## config.mk

```make
export PLATFORM = sky130hd
export DESIGN_NAME = fft_frame_scheduler
export DESIGN_NICKNAME = d
export VERILOG_FILES = /design/src/rtl/fft_frame_scheduler.sv
export SDC_FILE = /design/constraint.sdc
export NUM_CORES = 1
export LEC_CHECK = 0
export ABC_CLOCK_PERIOD_IN_PS = 4200
export CAP_MARGIN = 20
export CORE_ASPECT_RATIO = 1.2
export CORE_MARGIN = 5
export CORE_UTILIZATION = 46
export DETAILED_ROUTE_END_ITERATION = 10
export GPL_TIMING_DRIVEN = 0
export PLACE_DENSITY_LB_ADDON = 0.05
export SLEW_MARGIN = 10
export SYNTH_ARGS = -nofsm -noshare
export SYNTH_HDL_FRONTEND = slang
export SYNTH_SLANG_ARGS = --single-unit
export TNS_END_PERCENT = 30
```

## constraint.sdc

```tcl
create_clock -name clk -period 4.2 [get_ports clk]
set_input_delay 0.84 -clock clk [delete_from_list [all_inputs] [get_ports clk]]
set_output_delay 0.84 -clock clk [all_outputs]
set_load 0.02 [all_outputs]
```

## src/rtl/fft_frame_scheduler.sv

```systemverilog
// rtl/fft_frame_scheduler.sv - FFT input framing, config sequencing and in-flight frame limiting
module fft_frame_scheduler #(
    parameter int                   INPUT_WIDTH  = 32,
    parameter int                   FFT_WIDTH    = 16,
    parameter int                   FFT_SIZE     = 1024,
    parameter int                   CFG_WIDTH    = 16,
    parameter logic [CFG_WIDTH-1:0] CFG_DEFAULT  = 16'h0001,
    parameter int                   MAX_INFLIGHT = 2
) (
    input  logic                               clk,
    input  logic                               rst,
    input  logic                               enable,
    input  logic [CFG_WIDTH-1:0]               cfg_word,
    input  logic                               cfg_update,
    input  logic [INPUT_WIDTH-1:0]             audio_in,
    input  logic                               audio_valid,
    output logic [CFG_WIDTH-1:0]               m_axis_config_tdata,
    output logic                               m_axis_config_tvalid,
    input  logic                               m_axis_config_tready,
    output logic [2*FFT_WIDTH-1:0]             m_axis_data_tdata,
    output logic                               m_axis_data_tvalid,
    output logic                               m_axis_data_tlast,
    input  logic                               m_axis_data_tready,
    input  logic                               fft_out_last,
    output logic                               busy,
    output logic                               overflow,
    output logic                               frame_done,
    output logic [$clog2(MAX_INFLIGHT+1)-1:0]  frames_inflight
);

    localparam int SHIFT = INPUT_WIDTH - FFT_WIDTH;
    localparam int CNT_W = (FFT_SIZE > 1) ? $clog2(FFT_SIZE) : 1;
    localparam int IF_W  = $clog2(MAX_INFLIGHT + 1);
    localparam logic [CNT_W-1:0] LAST_IDX = CNT_W'(FFT_SIZE - 1);
    localparam logic [IF_W-1:0]  IF_MAX   = IF_W'(MAX_INFLIGHT);

    typedef enum logic [1:0] {
        S_CONFIG = 2'd0,
        S_IDLE   = 2'd1,
        S_FILL   = 2'd2
    } state_t;

    state_t                 state;
    state_t                 state_next;
    logic [CFG_WIDTH-1:0]   cfg_pend;
    logic                   cfg_pend_flag;
    logic [CNT_W-1:0]       sample_cnt;
    logic                   cfg_hs;
    logic                   data_hs;
    logic                   frame_hs;
    logic                   dec_ok;
    logic [FFT_WIDTH-1:0]   real_part;

    assign cfg_hs            = m_axis_config_tvalid & m_axis_config_tready;
    assign data_hs           = m_axis_data_tvalid & m_axis_data_tready;
    assign m_axis_data_tlast = m_axis_data_tvalid && (sample_cnt == LAST_IDX);
    assign frame_hs          = data_hs & m_axis_data_tlast;
    assign dec_ok            = fft_out_last && (frames_inflight != '0);
    assign real_part         = FFT_WIDTH'($signed(audio_in) >>> SHIFT);

    // Next-state: config only from IDLE, frames start only with room in the core
    always_comb begin
        state_next = state;
        case (state)
            S_CONFIG: begin
                if (cfg_hs) state_next = S_IDLE;
            end
            S_IDLE: begin
                if (cfg_pend_flag)
                    state_next = S_CONFIG;
                else if (enable && (frames_inflight < IF_MAX))
                    state_next = S_FILL;
            end
            S_FILL: begin
                if (frame_hs) state_next = S_IDLE;
            end
            default: state_next = S_CONFIG;
        endcase
    end

    // State register; busy is registered alongside so it is 0 while in reset
    always_ff @(posedge clk) begin
        if (rst) begin
            state <= S_CONFIG;
            busy  <= 1'b0;
        end else begin
            state <= state_next;
            busy  <= (state_next != S_IDLE);
        end
    end

    // Config channel: word is captured on entry to CONFIG so it is stable during the handshake
    always_ff @(posedge clk) begin
        if (rst) begin
            cfg_pend             <= CFG_DEFAULT;
            cfg_pend_flag        <= 1'b0;
            m_axis_config_tdata  <= '0;
            m_axis_config_tvalid <= 1'b0;
        end else begin
            if (state == S_CONFIG && !m_axis_config_tvalid) begin
                m_axis_config_tdata  <= cfg_pend;
                m_axis_config_tvalid <= 1'b1;
                cfg_pend_flag        <= 1'b0;
            end else if (cfg_hs) begin
                m_axis_config_tvalid <= 1'b0;
            end
            // A request arriving while the previous word is consumed stays pending
            if (cfg_update) begin
                cfg_pend      <= cfg_word;
                cfg_pend_flag <= 1'b1;
            end
        end
    end

    // Sample path: one-deep output register, drop-and-flag when the core stalls
    always_ff @(posedge clk) begin
        if (rst) begin
            m_axis_data_tdata  <= '0;
            m_axis_data_tvalid <= 1'b0;
            sample_cnt         <= '0;
            overflow           <= 1'b0;
        end else begin
            overflow <= 1'b0;
            if (state == S_FILL) begin
                if (data_hs)
                    sample_cnt <= frame_hs ? '0 : sample_cnt + 1'b1;
                // A sample coinciding with the frame's final handshake belongs to no frame
                if (audio_valid && !frame_hs && (!m_axis_data_tvalid || data_hs)) begin
                    m_axis_data_tdata  <= {{FFT_WIDTH{1'b0}}, real_part};
                    m_axis_data_tvalid <= 1'b1;
                end else if (data_hs) begin
                    m_axis_data_tvalid <= 1'b0;
                end
                if (audio_valid && m_axis_data_tvalid && !m_axis_data_tready)
                    overflow <= 1'b1;
            end
        end
    end

    // In-flight accounting: sent frames minus finished results, floored at zero
    always_ff @(posedge clk) begin
        if (rst) begin
            frames_inflight <= '0;
            frame_done      <= 1'b0;
        end else begin
            frame_done <= fft_out_last;
            if (frame_hs && !dec_ok)
                frames_inflight <= frames_inflight + 1'b1;
            else if (!frame_hs && dec_ok)
                frames_inflight <= frames_inflight - 1'b1;
        end
    end

endmodule

```

======== Word-level counts from Yosys, hierarchy flattened ========
Cells that the tools add are included.
operators by class
  reduce and logical (&&, ||, !) cells .... 26
  bitwise gates (word level) .............. 4
  $lt $le $gt $ge ......................... 1
  multiplexer cells ....................... 15
  $add $sub $neg .......................... 3
  equal/unequal tests ..................... 4
operators by type and width
  cell                                                count
  2-to-1 mux 2 bit                                    6
  adder 10 x 1 -> 10 bit (second input constant)      1
  == test 10 bit (second input constant)              1
  logical AND 1 bit                                   10
  2-to-1 mux 10 bit                                   1
  nonzero test 2 bit                                  5
  2-to-1 mux 1 bit                                    7
  one-hot mux 2 bit (3 select lines)                  1
  AND reduction 2 bit                                 3
  zero test 1 bit                                     5
  AND 1 bit                                           3
  adder 2 x 1 -> 2 bit (second input constant)        1
  == test 2 x 1 -> 1 bit (second input constant)      1
  == test 2 bit (second input constant)               1
  zero test 2 bit                                     1
  less-than comparator 2 bit (second input constant)  1
  != test 2 x 1 -> 1 bit (second input constant)      1
  OR reduction 2 bit                                  1
  subtractor 2 x 1 -> 2 bit (second input constant)   1
  logical OR 1 bit                                    1
  NOT 1 bit                                           1
storage, ports and cells
  flip-flop bits (word level) ............. 68
  logic and storage cells ................. 65
  output and inout bits ................... 56
  input port bits ......................... 56

======== Logic depth before layout (Yosys ltp) ========
Gate-level depths: netlist of run 1.
  depth in word-level cells ............... 8
  gate-level depth with buffers ........... 8
  mapped depth without buffers ............ 8

======== Least setup slack after synthesis of run 1 ========
No wires, ideal clock.
  path kind ............................... reg-to-reg
  start ................................... reg m_axis_data_tvalid
  end ..................................... reg frames_inflight[1]
  setup slack ............................. 1833 ps
  setup time .............................. 70 ps
  data required time ...................... 4130 ps
  cell stages (with the launch flop) ...... 7
  buffers on the path ..................... 0
  arrival time ............................ 2296 ps
  period minus slack after synthesis ...... 2367 ps
  cells stage by stage .................... dfxtp_1 nand3_2 nor3_1 and3_1 ha_1 or3_1 a21oi_1
between the ends
  cells in the longest elaborated chain, start to end .. 5
  elaborated cells between the ends (all ways) .. 8
  classes of those cells .................. mux (1); bitwise (2); reduce/logical (5)
ends and longest elaborated chain
  what                                 line  source
  from (decl)                          21    output logic m_axis_data_tvalid,
  from (signal assigned)               119   m_axis_data_tvalid <= 1'b0;
  from (signal assigned)               130   m_axis_data_tvalid <= 1'b1;
  from (signal assigned)               132   m_axis_data_tvalid <= 1'b0;
  logical AND 1 bit (*)                56    assign m_axis_data_tlast = m_axis_data_tvalid && (sample_cnt == LAST_IDX);
  net m_axis_data_tlast                22    output logic m_axis_data_tlast,
  AND 1 bit (*)                        57    assign frame_hs = data_hs & m_axis_data_tlast;
  zero test 1 bit                      149   else if (!frame_hs && dec_ok)
  logical AND 1 bit                    149
  nonzero test 2 bit (no source line)  --
  to (signal assigned)                 148   frames_inflight <= frames_inflight + 1'b1;
  to (signal assigned)                 150   frames_inflight <= frames_inflight - 1'b1;
  to (decl)                            28    output logic [$clog2(MAX_INFLIGHT+1)-1:0] frames_inflight
The timed path passes the listed nets; every way through them passes the cells marked *.
A chain may end at the register's enable or synchronous reset.

======== Worst setup path in the final report of run 1 ========
  start ................................... reg sample_cnt[0]
  end ..................................... out m_axis_data_tlast
between the ends
  cells in the longest elaborated chain, start to end .. 2
ends and longest elaborated chain
  what                    line  source
  from (decl)             47    logic [CNT_W-1:0] sample_cnt;
  from (signal assigned)  126   sample_cnt <= frame_hs ? '0 : sample_cnt + 1'b1;
  == test 10 bit          56
  logical AND 1 bit       56
  to (decl)               22
No other way between the ends.

==> impl_metrics.yaml, run 1 <==
cells_and_area:
  design_area_um2: 3954
  nNetsFinal: 466
  num-fill-cells: 558
  drive_above_1_share_pct: 11.14
  synthToLayoutAreaGrowth_pct: 42.47
  final_core_utilization_pct: 66.19
  antenna_cells_inserted: 0
setup_path:
  start_kind: "flip-flop"
  timing.reg2reg.setup_slack_ns: 2.00
  crit_path_end_kind: "output pin"
  regToRegStartpoint: "sample_cnt[0]"
  worstRegToRegCells: 7
  cp_data_arrival_time_ns: 2.13
  critPathRequiredTime_ns: 3.36
  crit-reg2reg-capture: "frames_inflight[1]"
  timing.critical_path.fanout_max: 6
  setup.worst_path.class: "flip-flop to output pin"
power:
  ir_worst_vdd_uv: 267.3
  switching_share_pct: 23.65
  power.density_cell_area_nw_per_um2: 386.9
  total_power_w: 0.001530
  switchingPower_w: 0.0003618
  total_leakage_power_nw: 1.564
  seq_power_share_pct: 44.5
  clockPowerShare_pct: 43.5
  intPower_w: 0.001168
  combPwrFrac_pct: 12.0
timing:
  finalWorstSetupSlack_ns: 1.228
  max_clock_freq_mhz: 336.5
  final-max-slew-violation-count: 0
  timing.final.crit_period_ns: 2.972
  setup_repair_after_global_routing_missed_its_margin: "no"
  setup-violations-final: 0
  setup_total_negative_slack_ns: 0
  relSlewSlack_pct: 46.60
  number_of_hold_violations_in_the_final_report: 0
  worst_slew_pin_slew_ns: 0.7949
  period_share_pct: 70.75
  clock-skew-final_ns: 0.008611
synthesis:
  netlist_area_um2: 2775
  synth_compound_gate_area_share_pct: 6.537
  synth_simple_gate_area_share_pct: 20.92
  synth_xor_area_share_pct: 3.472
  yosys_warns: 0
  syn_inst: 305
  post_synthesis_cell_type_with_the_largest_combined_area: "dfxtp_1"
  dominantRegCellSynth: "dfxtp_1"
  synthTopCellsByCount: "71 x nand2_1, 68 x dfxtp_1, 32 x mux2i_1"
  synth.lib_cells_used.distinct: 40
  synth_adder_area_share_pct: 0.9017
  synth_enable_flop_cells: 0
  yosys.area.top_type_share_pct: 49.05
  synth.area.top_cells: "dfxtp_1 49%, mux2i_1 12%, nand2_1 9.6%"
  largest_family_of_logic_cells_by_synthesized_area: "simple AND/OR/NAND/NOR gates"
  syn_area_per_cell_um2: 9.099
  async_reset_ff_share_pct: 0
  synthMuxAreaShare_pct: 11.54
  ys_seq_area_share_pct: 49.05
  yosysMostFrequentCell: "nand2_1"
  synth-seq-cells: 68
clock_network:
  cts_num_sinks: 68
  cts_made_buffers: 9
  insertion_delay_ns: 0.34
  clockBufferDepth: 2
  hold_buffers: 0
  clock_tree_from_tritoncts: "yes"
  post_cts_buffers: 0
  post_cts_resize_count: 0
  clk_root_buffer_cell: "clkbuf_8"
  cts_max_level: 3
  clkSlewWorstSetupHoldPaths_ns: 0.07
detailed_routing:
  drt_pre_antenna_iters: 4
  wl_per_cell_um: 12.54
  remaining_drc_errors: 0
  first_iter_violations: 70
  routed_wl_um: 6208
  num_vias: 2284
  drt.antenna.violating_nets: 0
  viasPerCell: 4.614
grt:
  number_of_global_route_vias_before_repair: 2160
  globalRouteTotalUtil_pct: 17.26
  grt_antenna_before_repair: 0
  grt_overflow_total: 0
  first_pass_grt_wire_length_um: 10090
  largest_net_degree_at_the_start_of_global_routing: 13
placement:
  place_congestion: 0.7274
  placed_cell_area_um2: 3705
  numPortBuffers: 77
  pre_cts_ws_ns: 1.499
  detailed_place_hpwl_um: 4538
die:
  rows: 31
  dieArea_um2: 7693
  chipWidth_um: 80.91
  initial_utilization_pct: 46.46
  floorplan.io_pins: 112
  chipHeight_um: 95.09
  core_area_um2: 5973
hold_path:
  class_of_the_most_critical_hold_timing_path: "flip-flop to flip-flop"
  min_from: "cfg_pend[5]"
  holdPathEnd: "m_axis_config_tdata[5]"
  holdPathStages: 2
outcome:
  run_status: "finished, final reports clean"
run:
  max_cap_violations: 0
## final cells by class
class / count / area, um^2 / area share [%]
Clock buffer: 10 / 137.6 / 3.481
Tap cell: 82 / 102.6 / 2.595
Inverter: 3 / 11.26 / 0.2848
Timing Repair Buffer: 77 / 770.7 / 19.49
Buffer: 32 / 195.2 / 4.937
Multi-Input combinational cell: 217 / 1264 / 31.96
Sequential cell: 68 / 1361 / 34.43
Clock inverter: 6 / 111.4 / 2.816
## worst max-delay path by stage
stage / endpoint / slack (ns) / startpoint / cells after the start
after floorplan: frames_inflight[1] / 1.83 / m_axis_data_tvalid / 6
after global placement: sample_cnt[6] / 1.50 / m_axis_data_tready / 6
after detailed placement: sample_cnt[5] / 1.50 / m_axis_data_tready / 6
after CTS: m_axis_data_tlast / 1.20 / sample_cnt[0] / 4
after global routing: m_axis_data_tlast / 1.12 / sample_cnt[0] / 4
final: m_axis_data_tlast / 1.23 / sample_cnt[0] / 4
## critical path, stage by stage (launching register included)
cell             delay, ns
dfxtp_1               0.37
ha_1                  0.24
nand3_4               0.13
nor3_1                0.37
clkdlybuf4s50_1       0.68
## through the flow
step / cells / hold slack [ns]
CTS: 495 / 0.4550
finish: 495 / 0.4513
floorplan: 320 / 0.4312
detailed placement: 479 / 0.4438
global placement: 479 / 0.4335
global route: 495 / 0.4661
## metal layers
metal  share of wire [%]  GRT usage (%)
met5                   0              0
met2                  49          27.95
met4                 2.4          10.00
met1                  43          20.25
met3                 5.7          4.915
## layout by cell type (no fill, tap or decap), drive strengths merged
| cell type | synthesis | routed |
|---|---|---|
| a21oi | 21 | 21 |
| a2bb2oi | 1 | 1 |
| and2 | 1 | 1 |
| and3 | 4 | 4 |
| and4b | 1 | 1 |
| buf | 23 | 23 |
| bufinv | 0 | 3 |
| clkbuf | 9 | 19 |
| clkdlybuf4s50 | 0 | 77 |
| clkinv | 1 | 3 |
| clkinvlp | 0 | 1 |
| conb | 1 | 16 |
| dfxtp | 68 | 68 |
| ha | 2 | 2 |
| inv | 2 | 2 |
| mux2i | 32 | 32 |
| nand2 | 71 | 71 |
| nand2b | 1 | 1 |
| nand3 | 2 | 2 |
| nand3b | 1 | 1 |
| nand4 | 4 | 4 |
| nand4b | 1 | 1 |
| nor2 | 29 | 29 |
| nor2b | 1 | 1 |
| nor3 | 5 | 5 |
| nor4 | 2 | 2 |
| nor4b | 1 | 1 |
| o21a | 1 | 1 |
| o21ai | 2 | 2 |
| o31a | 1 | 1 |
| o31ai | 1 | 1 |
| o41ai | 1 | 1 |
| or2 | 1 | 1 |
| or3 | 2 | 2 |
| or4b | 1 | 1 |
| xnor2 | 4 | 4 |
| xor2 | 7 | 7 |
## power groups by stage
stage / Clock, W / Sequential (W) / Combinational, W
floorplan: 0 / 0.000710 / 0.0000886
global placement: 0 / 0.000696 / 0.000184
detailed placement: 0 / 0.000696 / 0.000184
CTS: 0.000676 / 0.000681 / 0.000185
global route: 0.000710 / 0.000685 / 0.000199
finish: 0.000666 / 0.000681 / 0.000183
## cells by family (layout without fill, tap and decap cells)
family	after synthesis	after routing
other	1	16
DFF	68	68
muxes	32	32
and+or+nand+nor	128	128
adders and majority gates	2	2
xor gates and xnor gates	11	11
AOI/OAI and AO/OA	28	28
buffers and inverters	35	128
## registers in the layout, indices dropped and copies added (netlist names)
| register | count |
|---|---|
| cfg_pend | 16 |
| m_axis_config_tdata | 16 |
| m_axis_data_tdata | 16 |
| sample_cnt | 10 |
| frames_inflight | 2 |
| state | 2 |
| busy | 1 |
| cfg_pend_flag | 1 |
| frame_done | 1 |
| m_axis_config_tvalid | 1 |
| m_axis_data_tvalid | 1 |
| overflow | 1 |
Power figures use the tool's default switching activity.
==> run 2: changes to the inputs <==
Settings changed: ABC_CLOCK_PERIOD_IN_PS 4200 to 3000, CORE_UTILIZATION 46 to 43.
Clock period 4.2 ns to 3 ns, I/O delays scaled along.
==> run 2 against run 1 <==
Clock skew hardly changed. Worst setup slack worse by 0.93 ns. Non-clock buffer count unchanged. Combinational power rose by 39%. Die area up 6.2%. First-iteration DRC count fell by 23%. Global-route usage fell by 1.6 points. Flip-flop and latch count unchanged. Clock power up 23%. Total power up 32%. Largest power group unchanged.
==> impl_metrics.yaml, run 2 (same netlist as run 1, synthesis figures left out) <==
power:
  clockPowerShare_pct: 40.3
  switchingPower_w: 0.0004752
  power.density_cell_area_nw_per_um2: 516.0
  combPwrFrac_pct: 12.6
  ir_worst_vdd_uv: 324.8
  total_leakage_power_nw: 1.548
  seq_power_share_pct: 47.1
  intPower_w: 0.001551
  switching_share_pct: 23.45
cells_and_area:
  final_core_utilization_pct: 61.67
  biggestRegsByFlops: "cfg_pend (16), m_axis_config_tdata (16), m_axis_data_tdata (16)"
  synthToLayoutAreaGrowth_pct: 41.48
  most-common-layout-cells: "77 x clkdlybuf4s50_1, 71 x nand2_1, 68 x dfxtp_1, 32 x mux2i_1, 29 x nor2_1"
  drive_above_1_share_pct: 10.65
  layout.cells.most_common: "clkdlybuf4s50_1"
  nNetsFinal: 466
  antenna_cells_inserted: 0
timing:
  timing.final.crit_period_ns: 2.700
  relSlewSlack_pct: 45.89
  final-max-slew-violation-count: 0
  setup_repair_after_global_routing_missed_its_margin: "no"
  period_share_pct: 90.01
  number_of_hold_violations_in_the_final_report: 0
  hold_ws_ns: 0.4440
  setup_total_negative_slack_ns: 0
  setup-violations-final: 0
  clock-skew-final_ns: 0.008157
  worst_slew_pin_slew_ns: 0.8054
  max_clock_freq_mhz: 370.3
setup_path:
  worstPathCellList: "ha_1, nand3_4, nor3_1, clkdlybuf4s50_1"
  critical_path.slowest_cell: "clkdlybuf4s50_1"
  timing.critical_path.fanout_max: 6
  cp_data_arrival_time_ns: 2.10
  crit_path_end_kind: "output pin"
  max_stage_delay_ns: 0.67
  setup.worst_path.class: "flip-flop to output pin"
  critPathRequiredTime_ns: 2.40
  start_kind: "flip-flop"
clock_network:
  clk_root_buffer_cell: "clkbuf_8"
  cts_max_level: 3
  cts_made_buffers: 9
  post_cts_resize_count: 0
  cts_num_sinks: 68
  insertion_delay_ns: 0.33
  hold_buffers: 0
  clock_tree_from_tritoncts: "yes"
  post_cts_buffers: 0
  clkSlewWorstSetupHoldPaths_ns: 0.07
  clockBufferDepth: 2
placement:
  place_congestion: 0.7258
  detailed_place_hpwl_um: 4541
  numPortBuffers: 77
grt:
  grt_antenna_before_repair: 0
  number_of_global_route_vias_before_repair: 2178
  grt_overflow_total: 0
  largest_net_degree_at_the_start_of_global_routing: 12
  first_pass_grt_wire_length_um: 10280
  globalRouteTotalUtil_pct: 15.65
die:
  initial_utilization_pct: 43.59
  chipWidth_um: 83.34
  dieArea_um2: 8167
  chipHeight_um: 98.01
  rows: 32
  core_area_um2: 6366
  floorplan.io_pins: 112
detailed_routing:
  viasPerCell: 4.498
  remaining_drc_errors: 0
  drt_pre_antenna_iters: 4
  wl_per_cell_um: 12.12
  first_iter_violations: 54
  routed_wl_um: 6038
  num_vias: 2240
  drt.antenna.violating_nets: 0
outcome:
  run_status: "finished, final reports clean"
hold_path:
  class_of_the_most_critical_hold_timing_path: "flip-flop to flip-flop"
run:
  max_cap_violations: 0
==> run 2: power by group through the flow <==
stage | clock network [W] | logic (W) | registers [W]
finish | 0.000817 | 0.000255 | 0.000954
global route | 0.000876 | 0.000281 | 0.000958
CTS | 0.000840 | 0.000260 | 0.000954
floorplan | 0 | 0.000124 | 0.000994
detailed placement | 0 | 0.000259 | 0.000975
global placement | 0 | 0.000258 | 0.000974
==> run 2: layout make-up <==
type / instances / area [um^2]
plain buffers: 32 / 195.2
clock buffers: 12 / 145.1
clock inverters: 4 / 72.57
fillers: 557 / 2440
inverters: 3 / 11.26
multi-input cells: 217 / 1264
flip-flops and latches: 68 / 1361
well taps: 85 / 106.4
repair buffers: 77 / 770.7
==> run 2: stage by stage <==
step	worst slack (ns)	area [um^2]	total power, W	instances
2_1_floorplan	0.6333	2831	0.001118	320
3_3_place_gp	0.4998	3709	0.001231	482
3_5_place_dp	0.5250	3709	0.001234	482
4_1_cts	0.2440	3926	0.002054	498
5_1_grt	0.1282	3926	0.002115	498
6_report	0.2997	3926	0.002026	498
==> run 2: worst paths after layout <==
path	end	slack, ns	depth (start not counted)	startpoint
worst min-delay path	m_axis_config_tdata[6]	0.44	2	cfg_pend[6]
worst max-delay path	m_axis_data_tlast	0.30	4	sample_cnt[0]
worst min register to register	m_axis_config_tdata[6]	0.44	2	cfg_pend[6]
worst max register to register	frames_inflight[1]	0.82	7	sample_cnt[0]
==> run 2: worst max-delay path, delay by kind of cell (launching register included) <==
family        cells  cell delay (ns)
buf+inv           1             0.67
flops             1             0.37
simple gates      2             0.50
fa+ha+maj         1             0.23
==> run 2: layer usage <==
| metal | vias to the layer above | routed length [um] | global-route usage, % |
|---|---|---|---|
| li1 | 1180 | - | - |
| met1 | 1003 | 2545 | 18.75 |
| met2 | 51 | 2989 | 25.31 |
| met3 | 6 | 425 | 6.076 |
| met4 | 0 | 77 | 6.038 |
| met5 | - | 0 | 0 |
